==> src/rtl/rt_pkg.sv <==
// Shared state encoding and LFSR constants for the multi-player reaction timer.
package rt_pkg;

    typedef enum logic [2:0] {
        ST_IDLE    = 3'd0,
        ST_WAIT    = 3'd1,
        ST_GO      = 3'd2,
        ST_DONE    = 3'd3,
        ST_TIMEOUT = 3'd4
    } rt_state_e;

    localparam logic [15:0] LFSR_SEED = 16'hACE1;
    // Right-shift Galois form of x^16 + x^14 + x^13 + x^11 + 1
    localparam logic [15:0] LFSR_TAPS = 16'hB400;

    localparam logic [31:0] SENTINEL_32 = 32'hFFFF_FFFF;

endpackage

==> src/rtl/rt_tick_gen.sv <==
// Millisecond tick prescaler: one-cycle pulse every TICK_DIV clocks, sync clear.
module rt_tick_gen #(
    parameter int TICK_DIV = 100000
) (
    input  logic clk,
    input  logic areset_n,
    input  logic clr,
    output logic tick
);
    localparam int CW = (TICK_DIV > 2) ? $clog2(TICK_DIV) : 1;
    localparam logic [CW-1:0] LAST = CW'(TICK_DIV - 1);

    logic [CW-1:0] cnt_q, cnt_d;

    assign tick = (cnt_q == LAST);

    always_comb begin
        cnt_d = tick ? '0 : cnt_q + CW'(1);
        if (clr) cnt_d = '0;
    end

    always_ff @(posedge clk) begin
        if (!areset_n) cnt_q <= '0;
        else           cnt_q <= cnt_d;
    end
endmodule

==> src/rtl/reaction_timer_mp.sv <==
// Multi-player reaction timer: random delay, GO LED, per-player times, winner.
// Define RT_BEST_TRACK_EN to keep the best winning time across rounds.
module reaction_timer_mp
    import rt_pkg::*;
#(
    parameter int N_PLAYERS    = 2,
    parameter int TIME_W       = 14,
    parameter int TICK_DIV     = 100000,
    parameter int DELAY_MIN_MS = 1000,
    parameter int DELAY_MASK   = 1023,
    parameter int TIMEOUT_MS   = 9999
) (
    input  logic                          clk,
    input  logic                          areset_n,
    input  logic                          start_btn,
    input  logic [N_PLAYERS-1:0]          player_btn,
    output logic                          led,
    output logic [2:0]                    state,
    output logic [N_PLAYERS*TIME_W-1:0]   reaction,
    output logic [N_PLAYERS-1:0]          false_start,
    output logic [2:0]                    winner,
    output logic                          winner_valid,
    output logic                          done,
    output logic [TIME_W-1:0]             best_time
);
    localparam int DLY_W = 17;
    localparam logic [TIME_W-1:0] T_LIMIT = TIME_W'(TIMEOUT_MS);
    localparam logic [TIME_W-1:0] SENT    = SENTINEL_32[TIME_W-1:0];

    rt_state_e                       state_q, state_d;
    logic [15:0]                     lfsr_q;
    logic                            start_prev_q;
    logic [N_PLAYERS-1:0]            pl_prev_q;
    logic [DLY_W-1:0]                delay_q, delay_d;
    logic [TIME_W-1:0]               elapsed_q, elapsed_d;
    logic [N_PLAYERS-1:0][TIME_W-1:0] react_q, react_d;
    logic [N_PLAYERS-1:0]            fs_q, fs_d, rec_q, rec_d;
    logic [N_PLAYERS-1:0]            new_rec, pl_press;
    logic [2:0]                      win_q, win_d;
    logic                            wv_q, wv_d;
    logic                            start_press, tick, tick_clr;

    rt_tick_gen #(.TICK_DIV(TICK_DIV)) u_tick (
        .clk      (clk),
        .areset_n (areset_n),
        .clr      (tick_clr),
        .tick     (tick)
    );

    assign start_press = start_btn & ~start_prev_q;
    assign pl_press    = player_btn & ~pl_prev_q;

    always_comb begin
        state_d   = state_q;
        delay_d   = delay_q;
        elapsed_d = elapsed_q;
        react_d   = react_q;
        fs_d      = fs_q;
        rec_d     = rec_q;
        win_d     = win_q;
        wv_d      = wv_q;
        tick_clr  = 1'b0;
        new_rec   = '0;
        case (state_q)
            ST_IDLE, ST_DONE, ST_TIMEOUT: begin
                if (start_press) begin
                    state_d  = ST_WAIT;
                    delay_d  = DLY_W'(DELAY_MIN_MS)
                             + DLY_W'(lfsr_q & 16'(DELAY_MASK));
                    fs_d     = '0;
                    wv_d     = 1'b0;
                    rec_d    = '0;
                    react_d  = '1;
                    tick_clr = 1'b1;
                end
            end
            ST_WAIT: begin
                fs_d = fs_q | pl_press;
                if (&fs_d) begin
                    state_d = ST_DONE;
                end else if (tick) begin
                    if (delay_q <= DLY_W'(1)) begin
                        state_d   = ST_GO;
                        elapsed_d = '0;
                        tick_clr  = 1'b1;
                    end else begin
                        delay_d = delay_q - DLY_W'(1);
                    end
                end
            end
            ST_GO: begin
                new_rec = pl_press & ~fs_q & ~rec_q;
                rec_d   = rec_q | new_rec;
                for (int i = 0; i < N_PLAYERS; i++) begin
                    if (new_rec[i]) react_d[i] = elapsed_q;
                end
                // Descending scan so the lowest index wins a same-cycle tie
                if (!wv_q) begin
                    for (int i = N_PLAYERS - 1; i >= 0; i--) begin
                        if (new_rec[i]) begin
                            win_d = 3'(i);
                            wv_d  = 1'b1;
                        end
                    end
                end
                if (&(rec_d | fs_q)) begin
                    state_d = ST_DONE;
                end else if (tick) begin
                    elapsed_d = elapsed_q + TIME_W'(1);
                    if (elapsed_d == T_LIMIT) state_d = ST_TIMEOUT;
                end
            end
            default: state_d = ST_IDLE;
        endcase
    end

    always_ff @(posedge clk) begin
        if (!areset_n) begin
            state_q      <= ST_IDLE;
            start_prev_q <= 1'b1;
            pl_prev_q    <= '1;
            delay_q      <= '0;
            elapsed_q    <= '0;
            react_q      <= '1;
            fs_q         <= '0;
            rec_q        <= '0;
            win_q        <= '0;
            wv_q         <= 1'b0;
        end else begin
            state_q      <= state_d;
            start_prev_q <= start_btn;
            pl_prev_q    <= player_btn;
            delay_q      <= delay_d;
            elapsed_q    <= elapsed_d;
            react_q      <= react_d;
            fs_q         <= fs_d;
            rec_q        <= rec_d;
            win_q        <= win_d;
            wv_q         <= wv_d;
        end
    end

    always_ff @(posedge clk) begin
        if (!areset_n) lfsr_q <= LFSR_SEED;
        else lfsr_q <= {1'b0, lfsr_q[15:1]}
                     ^ (lfsr_q[0] ? LFSR_TAPS : 16'h0000);
    end

`ifdef RT_BEST_TRACK_EN
    logic [TIME_W-1:0] best_q, best_d, win_time;

    always_comb begin
        win_time = SENT;
        for (int i = 0; i < N_PLAYERS; i++) begin
            if (win_d == 3'(i)) win_time = react_d[i];
        end
        best_d = best_q;
        if (state_q == ST_GO && state_d == ST_DONE && wv_d
            && win_time < best_q) best_d = win_time;
    end

    always_ff @(posedge clk) begin
        if (!areset_n) best_q <= SENT;
        else           best_q <= best_d;
    end

    assign best_time = best_q;
`else
    assign best_time = SENT;
`endif

    assign state        = state_q;
    assign led          = (state_q == ST_GO);
    assign done         = (state_q == ST_DONE) || (state_q == ST_TIMEOUT);
    assign reaction     = react_q;
    assign false_start  = fs_q;
    assign winner       = win_q;
    assign winner_valid = wv_q;
endmodule

==> config.mk <==
export PLATFORM = sky130hd
export DESIGN_NAME = reaction_timer_mp
export DESIGN_NICKNAME = d
export VERILOG_FILES = /design/src/rtl/rt_pkg.sv /design/src/rtl/rt_tick_gen.sv /design/src/rtl/reaction_timer_mp.sv
export SDC_FILE = /design/constraint.sdc
export NUM_CORES = 1
export LEC_CHECK = 0
export CAP_MARGIN = 20
export CORE_ASPECT_RATIO = 0.6
export CORE_MARGIN = 2
export CORE_UTILIZATION = 30
export CTS_BUF_LIST = sky130_fd_sc_hd__clkbuf_16
export CTS_CLUSTER_SIZE = 24
export DETAILED_ROUTE_END_ITERATION = 10
export GPL_ROUTABILITY_DRIVEN = 0
export PLACE_DENSITY = 0.46
export SETUP_SLACK_MARGIN = 0.15
export SLEW_MARGIN = 20
export SYNTH_ARGS = -nofsm -noshare
export SYNTH_HDL_FRONTEND = slang
export SYNTH_SLANG_ARGS = --single-unit
==> constraint.sdc <==
create_clock -name clk -period 2.65 [get_ports clk]
set_input_delay 0.6625 -clock clk [delete_from_list [all_inputs] [get_ports clk]]
set_output_delay 0.6625 -clock clk [all_outputs]
set_load 0.05 [all_outputs]
## Word-level counts from Yosys, hierarchy flattened

Cells that the tools add are included.

| storage, ports and cells | value |
|---|---|
| flip-flop bits (word level) | 106 |
| input port bits | 5 |
| output and inout bits | 53 |

| operators by class | value |
|---|---|
| add/subtract/negate cells | 4 |
| $lt $le $gt $ge | 1 |
| equal/unequal tests | 19 |
| multiplexer cells | 39 |
| bitwise gates (word level) | 14 |
| reduce and logical (&&, ||, !) cells | 18 |

Operator list:

| cell | count |
|---|---|
| 2-to-1 mux 14 bit | 7 |
| 2-to-1 mux 17 bit | 4 |
| case mux 28 bit (2 select lines) | 1 |
| case mux 17 bit (2 select lines) | 1 |
| 2-to-1 mux 28 bit | 1 |
| case mux 14 bit (2 select lines) | 1 |
| 2-to-1 mux 3 bit | 9 |
| adder 17 x 1 -> 17 bit, second input constant | 1 |
| == test 17 bit, second input constant | 1 |
| less-or-equal comparator 17 x 1 -> 1 bit, second input constant | 1 |
| subtractor 17 x 1 -> 17 bit, second input constant | 1 |
| 2-to-1 mux 16 bit | 1 |
| bitwise XOR 15 x 16 -> 16 bit | 1 |
| adder 14 x 1 -> 14 bit, second input constant | 1 |
| == test 14 bit, second input constant | 1 |
| adder 10 x 10 -> 11 bit, first input constant | 1 |
| != test 2 bit, second input constant | 5 |
| AND reduction 5 bit | 2 |
| case mux 3 bit (3 select lines) | 1 |
| AND reduction 3 bit | 3 |
| 2-to-1 mux 1 bit | 8 |
| != test 2 x 1 -> 1 bit, second input constant | 4 |
| case mux 2 bit (2 select lines) | 2 |
| AND reduction 2 bit | 4 |
| other kinds (18) | 33 |

## Logic depth before layout (Yosys ltp)

Gate-level depths: netlist of run 1.

| depth | value |
|---|---|
| depth after elaboration | 9 |
| depth in mapped cells | 11 |
| gate-level depth less buffers | 7 |

## Modules after synthesis

From an unflattened synthesis of run 1, not the netlist that was laid out.

| unflattened totals | value |
|---|---|
| cells, all modules | 587 |
| area, all modules | 4979.8 µm² |

Modules (own cells, without submodules):

| module | instances | cells an instance | area each (µm²) | seq. area each (µm²) |
|---|---|---|---|---|
| reaction_timer_mp | 1 | 501 | 4190.3 | 1741.7 |
| rt_tick_gen | 1 | 86 | 789.5 | 340.3 |

## Least setup slack after synthesis of run 1

No wires, ideal clock.

| timing | value |
|---|---|
| path type | register to register |
| start point | reg state_q[1], in the netlist state[1] |
| end point | reg react_q, in the netlist reaction[10] |
| setup time | 0.061 ns |
| arrival | 2.847 ns |
| slack | -0.258 ns |
| cell stages (with the launch flop) | 10 |
| buffers on the path | 2 |
| clock period less this slack | 2.908 ns |
| cell sequence | dfxtp_1 nor2b_1 nand2b_1 inv_1 clkbuf_1 nand3_1 nand2_1 buf_1 o22ai_1 nand2_1 |

| between the ends | value |
|---|---|
| elaborated cells between the ends (all ways) | 10 |
| those cells by class | 5 x eq/ne; 1 x mux; 4 x reduce/logical |

RTL lines:

| element | RTL line | source |
|---|---|---|
| start: declaration | reaction_timer_mp.sv:30 | `rt_state_e state_q, state_d;` |
| start signal: assignment | reaction_timer_mp.sv:130 | `state_q <= state_d;` |
| == test 3 x 2 -> 1 bit (*) | - |  |
| net led | reaction_timer_mp.sv:17 | `output logic led,` |
| != test 2 x 1 -> 1 bit (no line) / nonzero test 2 bit (equally long branches) | - |  |
| AND reduction 3 bit (no line) | - |  |
| end signal: assignment | reaction_timer_mp.sv:135 | `react_q <= react_d;` |
| end: declaration | reaction_timer_mp.sv:36 | `logic [N_PLAYERS-1:0][TIME_W-1:0] react_q, react_d;` |

Mark *: on every way through the listed nets, which the timed path passes. The rest lies on a longest branch.
A chain may end at the register's enable or synchronous reset.

## Worst setup path in the final report of run 1

| timing | value |
|---|---|
| start point | reg delay_q[13] |
| end point | reg elapsed_q[3] |

| between the ends | value |
|---|---|
| cells in the longest elaborated chain, start to end | 3 |

Ends and longest elaborated chain:

| element | RTL line | source |
|---|---|---|
| start: declaration | reaction_timer_mp.sv:34 | `logic [DLY_W-1:0] delay_q, delay_d;` |
| start signal: assignment | reaction_timer_mp.sv:133 | `delay_q <= delay_d;` |
| less-or-equal comparator 17 x 1 -> 1 bit | reaction_timer_mp.sv:82 | `if (delay_q <= DLY_W'(1)) begin` |
| != test 2 bit (no line) | - |  |
| AND reduction 6 bit (no line) | - |  |
| end signal: assignment | reaction_timer_mp.sv:134 | `elapsed_q <= elapsed_d;` |
| end: declaration | reaction_timer_mp.sv:35 | `logic [TIME_W-1:0] elapsed_q, elapsed_d;` |

Every way passes these cells.

==> impl_metrics.ini, run 1 <==
[status]
status = complete, no violations

[clock_network]
clkTransAtPathRegs_ns = 0.08
cts_root_buf = clkbuf_16
clk_path_buf_depth = 2
insertion_delay_ns = 0.35
cts.sinks = 104
cts_tree = yes
cts-htree-levels = 3
cts_buffers = 9

[power]
switching_share_pct = 34.0
ir_drop_mv = 0.353
p_sw_mw = 1.51
p_per_area_nw_per_um2 = 757
pwr-share-clk_pct = 31.1
power.leakage_nw = 2.16
combPwrFrac_pct = 28.9
p_int_mw = 2.94
seqPwrFrac_pct = 40.0

[critical_path]
r2r-end = elapsed_q[3]
cp.required_ns = 2.89
cp-start-kind = flop
cp_max_fo = 5
startpoint = delay_q[13]
worstRegToRegCells = 7
r2r_start = delay_q[13]
r2r_setup_slack_ns = 0.21
arrival_ns = 2.68
worstSetupPathType = flop to flop
crit_path_end_kind = flop

[routing]
antenna_left = 0
wl_per_cell_um = 15.9
first_pass_iters = 5
drt_iter0_drc = 361
route.detailed.drc = 0
vias = 4187
avgViaCountPerCell = 5.09
wl_um = 13000

[cells_and_area]
area_delta_synth_final_pct = 21.2
antenna_cells = 0
final_nets = 625
fin_area_um2 = 5880
fin_util_pct = 37.7
final_cell_count_no_fill = 822
drive_gt1_share_pct = 12.3

[placement]
placed_cells = 804
dpl-instance-area_um2 = 5540
port_buffers = 41
hpwl_um = 9310

[timing]
hold_violations = 0
worst_pin_slew_ns = 0.582
fin_setup_tns_ns = 0
rsz0062_at_grt = false
slew_headroom_pct = 61.2
max_freq_mhz = 410
period_share_pct = 92.1
setup_viol = 0
finalCriticalPeriod_ns = 2.44
final-max-slew-violation-count = 0
fin_worst_skew_ns = 0.0156

[floorplanning]
initial_utilization_pct = 31.1
die_w_um = 168
core_um2 = 15600
row_count = 35
die-area_um2 = 17200
die_h_um = 102
io_pins = 58

[synthesis]
synth_top_area_share_pct = 42.9
synth_ff_type = dfxtp_1
ys_seq_area_share_pct = 42.9
synth_common_cells = dfxtp_1 (104), nand2_1 (69), nor2_1 (45)
synth_top_area_cell = dfxtp_1
yosysWarnings = 0
synth.most_common_cell = dfxtp_1
yosysUniqueCellTypes = 74
ys_ff_latch = 104
syn_avg_cell_area_um2 = 8.57
syn-cell-area_um2 = 4850
synth_top_cells_by_area = dfxtp_1 (43%), nand2_1 (5.3%), o22ai_1 (3.9%)
async_flop_share_pct = 0
synth_cells = 566
synth_edf_count = 0

[flow_run]
cap_violations = 0

[global_routing]
grt_pass1_wl_um = 21200
grt_pass1_vias = 3882
grt_max_degree = 53
grt-ovfl-total = 0
antenna_found_initial = 0
grt_use_total_pct = 15.6

[hold_path]
min_from = lfsr_q[12]
hold_path_class = flop to flop
hold_depth = 1
holdPathEnd = lfsr_q[11]
## stage by stage
| stage | power (mW) | worst slack [ns] | hold slack, ns |
|---|---|---|---|
| floorplan | 2.66 | 0.195 | 0.386 |
| global placement | 3.03 | -0.115 | 0.392 |
| detailed placement | 3.03 | -0.154 | 0.393 |
| CTS | 4.44 | 0.158 | 0.418 |
| global route | 4.72 | 0.155 | 0.470 |
| finish | 4.45 | 0.210 | 0.417 |
## metal layers
metal	track usage [%]	vias up	wire length [um]	share of wire, %
met1	24.8	2002	7310	56
met3	3.41	6	617	4.7
met4	2.59	0	65	0.50
met5	0	-	0	0
li1	-	2091	-	-
met2	21.3	88	5050	39
## critical path: stages, from the launching register on
cell and delay, ns:
dfxtp_2 0.33, or4_4 0.55, or3_4 0.42, or3_4 0.36, o32ai_4 0.20, buf_6 0.18
nand2_1 0.06, a32o_1 0.25
## cell families (layout without fill, tap and decap cells)
group	count (synthesis)	in the layout	share of synthesized area, %
compound gates	133	133	18.3
xor+xnor	27	27	4.88
fa+ha+maj	6	6	1.55
buf+inv	61	100	6.76
flops	104	104	42.9
mux	4	4	0.852
other cells	2	16	0.155
simple gates	229	229	24.5
## layout by cell type, fill, tap and decap left out, types with 4 or more instances in the layout
master / n
clkdlybuf4s50_1: 38
and2_1: 9
o31ai_1: 5
xnor2_1: 13
and3_1: 8
o22ai_1: 30
a22oi_1: 4
nor4_1: 6
ha_1: 6
a21oi_1: 31
clkbuf_16: 9
nand2b_1: 12
conb_1: 16
xor2_1: 14
dfxtp_1: 101
nand2_1: 68
o211a_1: 5
nor2_1: 45
nor3_1: 15
nand3_1: 14
nand4_1: 8
o21ai_0: 19
a31oi_1: 5
or3_1: 4
buf_4: 32
nor2b_1: 7
inv_1: 7
nand4b_1: 4
## layout make-up
class / count / area, um^2
Clock buffer: 9 / 225
Multi-Input combinational cell: 415 / 2510
Timing Repair Buffer: 76 / 697
Fill cell: 1587 / 9710
Tap cell: 203 / 254
Inverter: 8 / 30.0
Sequential cell: 104 / 2090
Clock inverter: 7 / 76.3
## worst max-delay path by stage
stage                    end
6_report        elapsed_q[3]
5_1_grt        elapsed_q[12]
4_1_cts        elapsed_q[11]
3_5_place_dp   elapsed_q[11]
3_3_place_gp   elapsed_q[11]
2_1_floorplan    delay_q[14]
## power by group through the flow
stage | Combinational [mW] | Sequential, mW | Clock [mW]
5_1_grt | 1.41 | 1.80 | 1.51
4_1_cts | 1.23 | 1.77 | 1.44
6_report | 1.29 | 1.78 | 1.38
3_5_place_dp | 1.23 | 1.81 | 0
2_1_floorplan | 0.847 | 1.81 | 0
3_3_place_gp | 1.23 | 1.81 | 0
## repair_timing
action / CTS / global route
setup endpoints to repair: 1 / 13
cloned: 0 / 1
hold buffers: 0 / 0
endpoints found under the hold margin: 0 / 0
buffers inserted: 0 / 1
pin swaps: 0 / 4
resized for setup: 1 / 9
## flip-flops by register name (all words and copies together), names as in the netlist
register / flops
reaction: 28
delay_q: 17
u_tick.cnt_q: 17
lfsr_q: 16
elapsed_q: 14
state: 3
false_start: 2
pl_prev_q: 2
rec_q: 2
start_prev_q: 1
winner: 1
winner_valid: 1
Power figures use the tool's default switching activity.
==> inputs of run 2 (changes only) <==
--- a/config.mk
+++ b/config.mk
@@ -5,6 +5,7 @@
 export SDC_FILE = /design/constraint.sdc
 export NUM_CORES = 1
 export LEC_CHECK = 0
+export ABC_AREA = 1
 export CAP_MARGIN = 20
 export CORE_ASPECT_RATIO = 0.6
 export CORE_MARGIN = 2
@@ -13,6 +14,7 @@
 export CTS_CLUSTER_SIZE = 24
 export DETAILED_ROUTE_END_ITERATION = 10
 export GPL_ROUTABILITY_DRIVEN = 0
+export GPL_TIMING_DRIVEN = 0
 export PLACE_DENSITY = 0.46
 export SETUP_SLACK_MARGIN = 0.15
 export SLEW_MARGIN = 20
==> impl_metrics.ini, run 2 <==
[cells_and_area]
largest_register_ffs = 28
mostFrequentLayoutCell = nand2_1
seqCellArea_um2 = 2080
antenna_cells = 0
final_nets = 831
mostFrequentLayoutCells = nand2_1 (201), dfxtp_1 (103), nor2_1 (94)
area_delta_synth_final_pct = 20.7
fillers = 1800
multi_input_area_um2 = 2660
fin_area_um2 = 6290
drive_gt1_share_pct = 10.8
fin_util_pct = 36.8

[routing]
wl_per_cell_um = 13.4
first_pass_iters = 5
wl_um = 14200
antenna_left = 0
drt_iter0_drc = 471
vias = 4818
route.detailed.drc = 0
avgViaCountPerCell = 4.55

[synthesis]
synth.most_common_cell = nand2_1
ys_seq_area_share_pct = 39.9
async_flop_share_pct = 0
synth_top_cells_by_area = dfxtp_1 (40%), nand2_1 (14%), nor2_1 (6.8%)
synth_cells = 755
ys_ff_latch = 104
yosysUniqueCellTypes = 44
synth_common_cells = nand2_1 (201), dfxtp_1 (104), nor2_1 (95)
syn_avg_cell_area_um2 = 6.91
synth_ff_type = dfxtp_1
yosysWarnings = 0
synth_top_area_cell = dfxtp_1
syn-cell-area_um2 = 5220
synth_edf_count = 0
synth_top_area_share_pct = 39.9

[placement]
port_buffers = 41
dpl-instance-area_um2 = 5970
hpwl_um = 10900
pre_cts_ws_ns = -0.331

[critical_path]
arrival_ns = 1.74
crit_path_end_kind = output port
worstRegToRegCells = 10
cp_max_fo = 19
worstSetupPathType = flop to output port
cp.required_ns = 1.99
cp-start-kind = flop

[global_routing]
grt-ovfl-total = 0
busiest_layer = met1
grt_use_total_pct = 15.8
grt_pass1_wl_um = 22900
grt_util_met1_pct = 25.6
grt_pass1_vias = 4351
grt_max_degree = 21
met3_usage_pct = 3.72
antenna_found_initial = 0
use_met2_pct = 20.3

[timing]
fin_ws_ns = 0.244
period_share_pct = 90.8
rsz0062_at_grt = true
fin_worst_skew_ns = 0.0139
fin_setup_tns_ns = 0
finalCriticalPeriod_ns = 2.41
hold_violations = 0
worst_pin_slew_ns = 0.739
max_freq_mhz = 416
setup_viol = 0
final-max-slew-violation-count = 0
slew_headroom_pct = 50.8

[floorplanning]
die_h_um = 106
io_pins = 58
core_um2 = 17100
initial_utilization_pct = 30.5
die-area_um2 = 18500
row_count = 37
die_w_um = 174

[clock_network]
clkTransAtPathRegs_ns = 0.08
cts.sinks = 104
cts-htree-levels = 3
cts_tree = yes
insertion_delay_ns = 0.36
cts_root_buf = clkbuf_16
cts_buffers = 9
clk_path_buf_depth = 2
cts_hold_buf = 0

[hold_path]
hold_path_class = flop to flop
hold_depth = 2

[flow_run]
cap_violations = 0

[power]
power_mw = 6.82
p_per_area_nw_per_um2 = 1080
ir_drop_mv = 0.448
power.leakage_nw = 2.67

[status]
status = complete, no violations
[run 2: final timing paths]
check / to / from / slack [ns]
worst max-delay path: led / state[1] / 0.24
worst min-delay path: lfsr_q[9] / lfsr_q[10] / 0.42
worst max register to register: delay_q[6] / u_tick.cnt_q[0] / 0.59
worst min register to register: lfsr_q[9] / lfsr_q[10] / 0.42
[run 2: worst max-delay path, stage by stage (launching register included)]
cell     delay [ns]
dfxtp_1        0.40
inv_1          0.12
nor2_1         0.10
nand2_1        0.20
inv_4          0.25
buf_2          0.31
[run 2: final cells by class]
type / instances / share of cell area [%]
buffer: 38 / 4.21
clock buffer: 9 / 3.58
clock inverter: 7 / 1.51
inverter: 71 / 4.27
multi-input combinational: 555 / 42.2
sequential: 104 / 33.1
tap: 234 / 4.65
timing repair buffer: 41 / 6.46
[run 2: layer usage]
layer  part of all wire, %  routed length, um  vias to the layer above
met5                     0                  0                        -
met4                  0.80                113                        0
met3                   6.5                926                        8
met2                    36               5080                      117
met1                    57               8090                     2178
li1                      -                  -                     2515
[run 2: timing repair]
action | 4_1_cts | 5_1_grt
setup endpoints to repair | 2 | 19
pin swaps | 0 | 0
buffers inserted | 0 | 0
resized for setup | 7 | 5
[run 2: per-stage QoR]
stage,instances,hold slack (ns)
detailed placement,1044,0.400
global route,1059,0.424
floorplan,769,0.390
CTS,1059,0.412
finish,1059,0.417
global placement,1044,0.396
[run 2: logic make-up after synthesis]
logic type / after synthesis / synth area share (%)
XOR/XNOR: 16 / 2.69
buffers and inverters: 110 / 10.3
adder cells (fa/ha/maj): 6 / 1.44
AND/OR/NAND/NOR: 418 / 34.8
other: 2 / 0.144
flip-flops: 104 / 39.9
AO/OA/AOI/OAI: 99 / 10.7
[run 2: power breakdown]
part | internal [mW] | switching, mW
Sequential | 1.87 | 0.245
Clock | 0.767 | 0.677
Combinational | 1.06 | 2.21
